--- config.mk ---
export PLATFORM = sky130hd
export DESIGN_NAME = sh7604_bus_arb
export DESIGN_NICKNAME = d
export VERILOG_FILES = /design/src/rtl/sh7604_bus_arb.sv
export SDC_FILE = /design/constraint.sdc
export NUM_CORES = 1
export LEC_CHECK = 0
export ABC_CLOCK_PERIOD_IN_PS = 1600
export BUFFER_PORTS_ARGS = -buffer_cell sky130_fd_sc_hd__clkbuf_2
export CAP_MARGIN = 20
export CORE_MARGIN = 2
export CORE_UTILIZATION = 35
export DETAILED_ROUTE_END_ITERATION = 12
export PLACE_DENSITY_LB_ADDON = 0.25
export RECOVER_POWER = 25
export SYNTH_ARGS = -nofsm -noshare
export SYNTH_HDL_FRONTEND = slang
export SYNTH_SLANG_ARGS = --single-unit
--- constraint.sdc ---
create_clock -name CLK -period 1.6 [get_ports CLK]
set_input_delay 0.08 -clock CLK [delete_from_list [all_inputs] [get_ports CLK]]
set_output_delay 0.08 -clock CLK [all_outputs]
set_load 0.03 [all_outputs]
--- src/rtl/sh7604_bus_arb.sv ---
// SH7604 external bus arbiter: internal master path, BSC refresh engine and an
// external BRLS/BGR master, with programmable turnaround around external ownership.
module sh7604_bus_arb #(
    parameter int unsigned TURN_CYC = 1
) (
    input  logic       CLK,
    input  logic       RST_N,
    input  logic       CE_R,
    input  logic       CE_F,
    input  logic       INT_REQ,
    input  logic       INT_LOCK,
    input  logic       BSC_BUSY,
    output logic       INT_GNT,
    output logic       INT_HOLD,
    input  logic       REF_REQ,
    input  logic       REF_DONE,
    output logic       REF_GNT,
    input  logic       BRLS_N,
    output logic       BGR_N,
    output logic       BUS_HIZ,
    output logic [1:0] OWNER
);

    typedef enum logic [2:0] {
        S_IDLE, S_INT, S_REF, S_TOUT, S_EXT, S_TIN
    } state_e;

    localparam logic       TURN_ZERO = (TURN_CYC == 0);
    localparam logic [1:0] TURN_LAST = (TURN_CYC == 0) ? 2'd0 : 2'(TURN_CYC - 1);

    state_e     state, state_n;
    logic [1:0] turn_cnt, turn_cnt_n;
    logic       int_first, int_first_n;
    logic       brls_q1, brls_s;
    logic [1:0] owner_n;
    logic       unused_ce_f;

    assign unused_ce_f = CE_F;

    // BRLS_N is asynchronous to us; synchronise on every clock regardless of CE_R.
    always_ff @(posedge CLK or negedge RST_N) begin
        if (!RST_N) begin
            brls_q1 <= 1'b1;
            brls_s  <= 1'b1;
        end else begin
            brls_q1 <= BRLS_N;
            brls_s  <= brls_q1;
        end
    end

    always_comb begin
        state_n     = state;
        turn_cnt_n  = turn_cnt;
        int_first_n = int_first;
        case (state)
            S_IDLE: begin
                if (REF_REQ)
                    state_n = S_REF;
                else if (int_first && INT_REQ)
                    state_n = S_INT;
                else if (!brls_s) begin
                    state_n    = TURN_ZERO ? S_EXT : S_TOUT;
                    turn_cnt_n = 2'd0;
                end else if (INT_REQ)
                    state_n = S_INT;
            end
            S_INT: begin
                // Only release at a transfer boundary; the lock pins ownership.
                if (!BSC_BUSY && !INT_LOCK && (!INT_REQ || REF_REQ || !brls_s))
                    state_n = S_IDLE;
            end
            S_REF: begin
                if (REF_DONE)
                    state_n = S_IDLE;
            end
            S_TOUT: begin
                if (brls_s)
                    state_n = S_IDLE;
                else if (turn_cnt == TURN_LAST)
                    state_n = S_EXT;
                else
                    turn_cnt_n = turn_cnt + 2'd1;
            end
            S_EXT: begin
                if (brls_s) begin
                    int_first_n = 1'b1;
                    state_n     = TURN_ZERO ? S_IDLE : S_TIN;
                    turn_cnt_n  = 2'd0;
                end
            end
            S_TIN: begin
                if (turn_cnt == TURN_LAST)
                    state_n = S_IDLE;
                else
                    turn_cnt_n = turn_cnt + 2'd1;
            end
            default: state_n = S_IDLE;
        endcase
        if (state_n == S_INT && state != S_INT)
            int_first_n = 1'b0;
    end

    always_comb begin
        owner_n = 2'b00;
        case (state_n)
            S_INT:   owner_n = 2'b01;
            S_REF:   owner_n = 2'b10;
            S_EXT:   owner_n = 2'b11;
            default: owner_n = 2'b00;
        endcase
    end

    // Outputs are registered from the next state so they change with the state.
    always_ff @(posedge CLK or negedge RST_N) begin
        if (!RST_N) begin
            state     <= S_IDLE;
            turn_cnt  <= 2'd0;
            int_first <= 1'b0;
            INT_GNT   <= 1'b0;
            REF_GNT   <= 1'b0;
            BGR_N     <= 1'b1;
            BUS_HIZ   <= 1'b0;
            OWNER     <= 2'b00;
        end else if (CE_R) begin
            state     <= state_n;
            turn_cnt  <= turn_cnt_n;
            int_first <= int_first_n;
            INT_GNT   <= (state_n == S_INT);
            REF_GNT   <= (state_n == S_REF);
            BGR_N     <= (state_n != S_EXT);
            BUS_HIZ   <= (state_n == S_TOUT) || (state_n == S_EXT) || (state_n == S_TIN);
            OWNER     <= owner_n;
        end
    end

    assign INT_HOLD = INT_REQ & ~INT_GNT;

    always_comb begin
        assert ($onehot0({INT_GNT, REF_GNT, ~BGR_N}));
    end

endmodule

==> Flow_metrics.wiki <==
{| class="wikitable"
! Metric !! Value
|-
| Grt total ovfl || 0
|-
| Longest individual stage delay on the worst path || 0.61 ns
|-
| Count of pins on the block boundary || 17
|-
| Dominant combinational cell family by area after synthesis || compound AO/OA/AOI/OAI gates
|-
| Synthesized-area fraction occupied by ao, oa, aoi and oai cells || a little under a third
|-
| CTS sink cnt || 14
|-
| Mux cell area share after synthesis || 4.34%
|-
| Net switching power || 1.06 mW
|-
| Synth top area share || 29.9%
|-
| Via count || 831
|-
| Area grow syn2layout || 37.4%
|-
| Worst hold path endpoint || state[2]
|-
| Clock-pin slew on the worst setup and hold paths || approximately 0.090 ns
|-
| Violations in the final reports || setup timing
|-
| Number of instances in the synthesized netlist || 92
|-
| Fraction of power spent switching nets || around 44%
|-
| Critical setup path kind || reg2reg
|-
| Sequential share of power || 25.9%
|-
| Parity-gate share of the synthesized area counting xor and xnor cells || 0.950%
|-
| Hold path start || CE_R
|-
| Highest achievable clock rate || 611 MHz
|-
| YS warnings || 0
|-
| Slew headroom || 50.3%
|-
| Count of distinct cell types in the synthesized netlist || 44
|-
| Synthesized-area fraction occupied by and/or/nand/nor cells || ~17%
|-
| Vias per cell || 5.36
|-
| Smallest setup slack after layout || -0.0360 ns
|-
| Final Slew Violations || 0
|-
| Final number of hold-violating endpoints || 0
|-
| Number of filler instances in the final layout || 234
|-
| Buffers plus inverters on the worst setup path || 2
|-
| CTS tree || yes
|-
| DP Wirelength || 1610 um
|-
| Final-stage net count || between 100 and 150
|-
| Required time of the critical path || 1.77 ns
|-
| Sequential fraction of the synthesis area || 38.4%
|-
| Top cell type by total area after synthesis || dfrtp_1
|-
| Pin count of the biggest net entering global routing || 16
|-
| Starting utilization of the core area || a little under two fifths
|-
| IO Port Bufs || 15
|-
| Wire length after detailed routing || 2290 um
|-
| Row Count || 18
|-
| Leakage || 0.573 nW
|-
| Final total power || 2.39 mW
|-
| Biggest fanout along the worst timing path || 6
|-
| Post-Synthesis Mean Instance Area || around 10 sq um
|-
| Share of layout cells above drive strength 1 || between 40% and 50%
|-
| Cells along the critical path || buf_6, and3b_1, o22ai_1, buf_4, nand3_2, o31a_1
|-
| Proportion of power drawn by the clock network || 10.6%
|-
| Kind of path behind the tightest hold check || in2reg
|-
| Cell family with most CP delay || flip-flops
|-
| Number of antenna violations at the first check in global routing || 0
|-
| Bufs on Longest Clock Path || 2
|-
| Highest-delay cell along the critical path || dfstp_2
|-
| Width of the chip || 55.3 um
|-
| Number of nets still failing antenna checks after routing || 0
|-
| Clock latency at the later pin of the worst-skew pair || 0.28 ns
|-
| Setup slack on the worst flop-to-flop path || -0.04 ns
|-
| Share of synthesized flip-flops with an asynchronous set or reset || 100%
|-
| Register-to-Register Path Depth || 6
|-
| Final estimated routing congestion in global placement || 0.857
|-
| Buffer cell driving the clock tree root || clkbuf_4
|-
| Dominant register cell in the synthesized netlist || dfrtp_1
|-
| Endpoint of the lowest-slack register-to-register path || int_first
|-
| Cell area after technology mapping || 922 sq um
|-
| Top cells by area, synth || dfrtp_1 (30%), dfstp_2 (8.5%), mux2i_1 (4.3%)
|-
| Element type at the critical path end || flop
|-
| Max-cap check violation count || 0
|-
| DIE AREA || between 3000 and 4000 sq um
|-
| Least-Margin Pin Slew || 0.745 ns
|-
| P_int || 1.34 mW
|-
| Reg-to-reg critical path startpoint || brls_s
|-
| Post-route clock period utilization || 102%
|-
| Wire length per cell || 14.8 um
|-
| Most frequent cells after synthesis || dfrtp_1 (11), nand2_1 (7), nor2_1 (7)
|-
| RSZ-0062 raised after global routing || yes
|-
| Synthesized-area fraction occupied by adder cells || 1.36%
|-
| Clock buffer count from CTS || 3
|-
| Worst setup SP type || flop
|-
| Maximum vdd ir drop || about 0.0011 V
|-
| Data arrival time of the critical path || 1.81 ns
|-
| Setup Skew || approximately 0.0021 ns
|-
| First-pass DRT Iterations || 4
|-
| Combinational share of power || 63.5%
|-
| Flip-flop and latch count after synthesis || 14
|-
| Number of cells on the worst hold path || 3
|-
| DRC violations left || 0
|-
| Wire length of the first global-routing pass || between 3000 and 4000 um
|-
| Number of enable-type register cells in the synthesized netlist || 0
|-
| Overall global routing resource usage || 15.2%
|-
| Count of non-filler cells in the finished layout || 155
|-
| Power per standard cell area || 1890 nW/um^2
|-
| Cell count after placement || 145
|-
| Count leader, synth || dfrtp_1
|-
| Synthesized net count || 103
|-
| Number of levels the H-tree was split into || 1
|-
| Number of global-route vias before repair || 840
|-
| Time the final worst path needs with I/O delays and setup || 1.64 ns
|-
| Inserted Diodes || 0
|-
| Result of the run || finished, violations left
|-
| Die Y || 55.3 um
|-
| Number of failing setup endpoints in the final timing report || 3
|-
| Number of DRC markers in iteration 0 || 8
|-
| Area inside the core boundary || 2480 sq um
|}
==> how the worst max path moves through the flow <==
stage | endpoint | slack (ns) | cells after the start | start
after floorplan | turn_cnt[1] | 0.05 | 5 | state[1]
after global placement | turn_cnt[1] | -0.07 | 4 | state[1]
after detailed placement | BUS_HIZ | -0.13 | 5 | state[1]
after CTS | turn_cnt[1] | -0.03 | 4 | brls_s
after global routing | int_first | -0.11 | 6 | brls_s
final | int_first | -0.04 | 6 | brls_s
==> cells in the final DEF, fill, tap and decap left out, drive strengths merged, types with 4 or more instances in the layout <==
cell type,instances
dfrtp,11
nor2b,4
buf,19
nor2,7
inv,4
nand2,7
clkbuf,19
mux2i,4
==> cells by family after synthesis <==
group	Yosys count
compound gates	32
xor+xnor	1
fa+ha+maj	1
buf+inv	11
flops	14
mux	4
simple gates	29
==> state kept, by name (all words and copies together) (netlist names) <==
signal / cells
turn_cnt: 2
brls_q1: 1
BUS_HIZ: 1
INT_GNT: 1
OWNER: 2
REF_GNT: 1
int_first: 1
brls_s: 1
BGR_N: 1
state: 3
==> metrics by stage <==
step                      setup TNS, ns  utilization [%]  hold WS [ns]  worst slack (ns)  instance area, sq um
final                           -0.0573             51.2         0.234           -0.0360                  1270
after global routing             -0.570             51.2         0.260            -0.111                  1270
after CTS                       -0.0515             48.3         0.200           -0.0345                  1200
after detailed placement         -0.496             44.6       0.00127            -0.126                  1100
after global placement           -0.233             44.6       0.00243           -0.0721                  1100
after floorplan                       0                -        -0.216            0.0515                   922
==> power by group through the flow <==
stage / sequential (mW) / clock (mW) / combinational, mW
global route: 0.643 / 0.270 / 1.65
detailed placement: 0.619 / 0 / 1.31
global placement: 0.614 / 0 / 1.30
floorplan: 0.737 / 0 / 0.771
CTS: 0.623 / 0.260 / 1.38
finish: 0.621 / 0.254 / 1.52
==> repair_timing <==
action,CTS,global route
setup endpoints to repair,8,10
buffers inserted,1,2
hold buffers,2,0
gates resized for setup,8,15
hold endpoints to repair,15,0
pin swaps,4,5
gates cloned,1,0
==> routing by layer <==
metal  routed length, um  global-route usage [%]  vias to the layer above
met5                   0                       0                        -
met4                  29                    8.01                        0
met3                  84                    2.34                        4
met2                1100                    23.5                       16
met1                1080                    20.3                      403
li1                    -                       -                      408
==> worst register-to-register path, stage by stage (launching register included) <==
cell     delay (ns)
dfstp_2        0.61
buf_6          0.14
and3b_1        0.17
o22ai_1        0.14
buf_4          0.16
nand3_2        0.07
o31a_1         0.24
==> layout make-up <==
| type | instances | area (sq um) | area share (%) |
|---|---|---|---|
| inverter | 4 | 15.0 | 1.18 |
| tap | 30 | 37.5 | 2.96 |
| clock buffer | 4 | 36.3 | 2.86 |
| sequential | 14 | 355 | 28.0 |
| multi-input combinational | 67 | 578 | 45.6 |
| timing repair buffer | 36 | 245 | 19.3 |
Note: power is estimated with default switching activity, not from simulation.
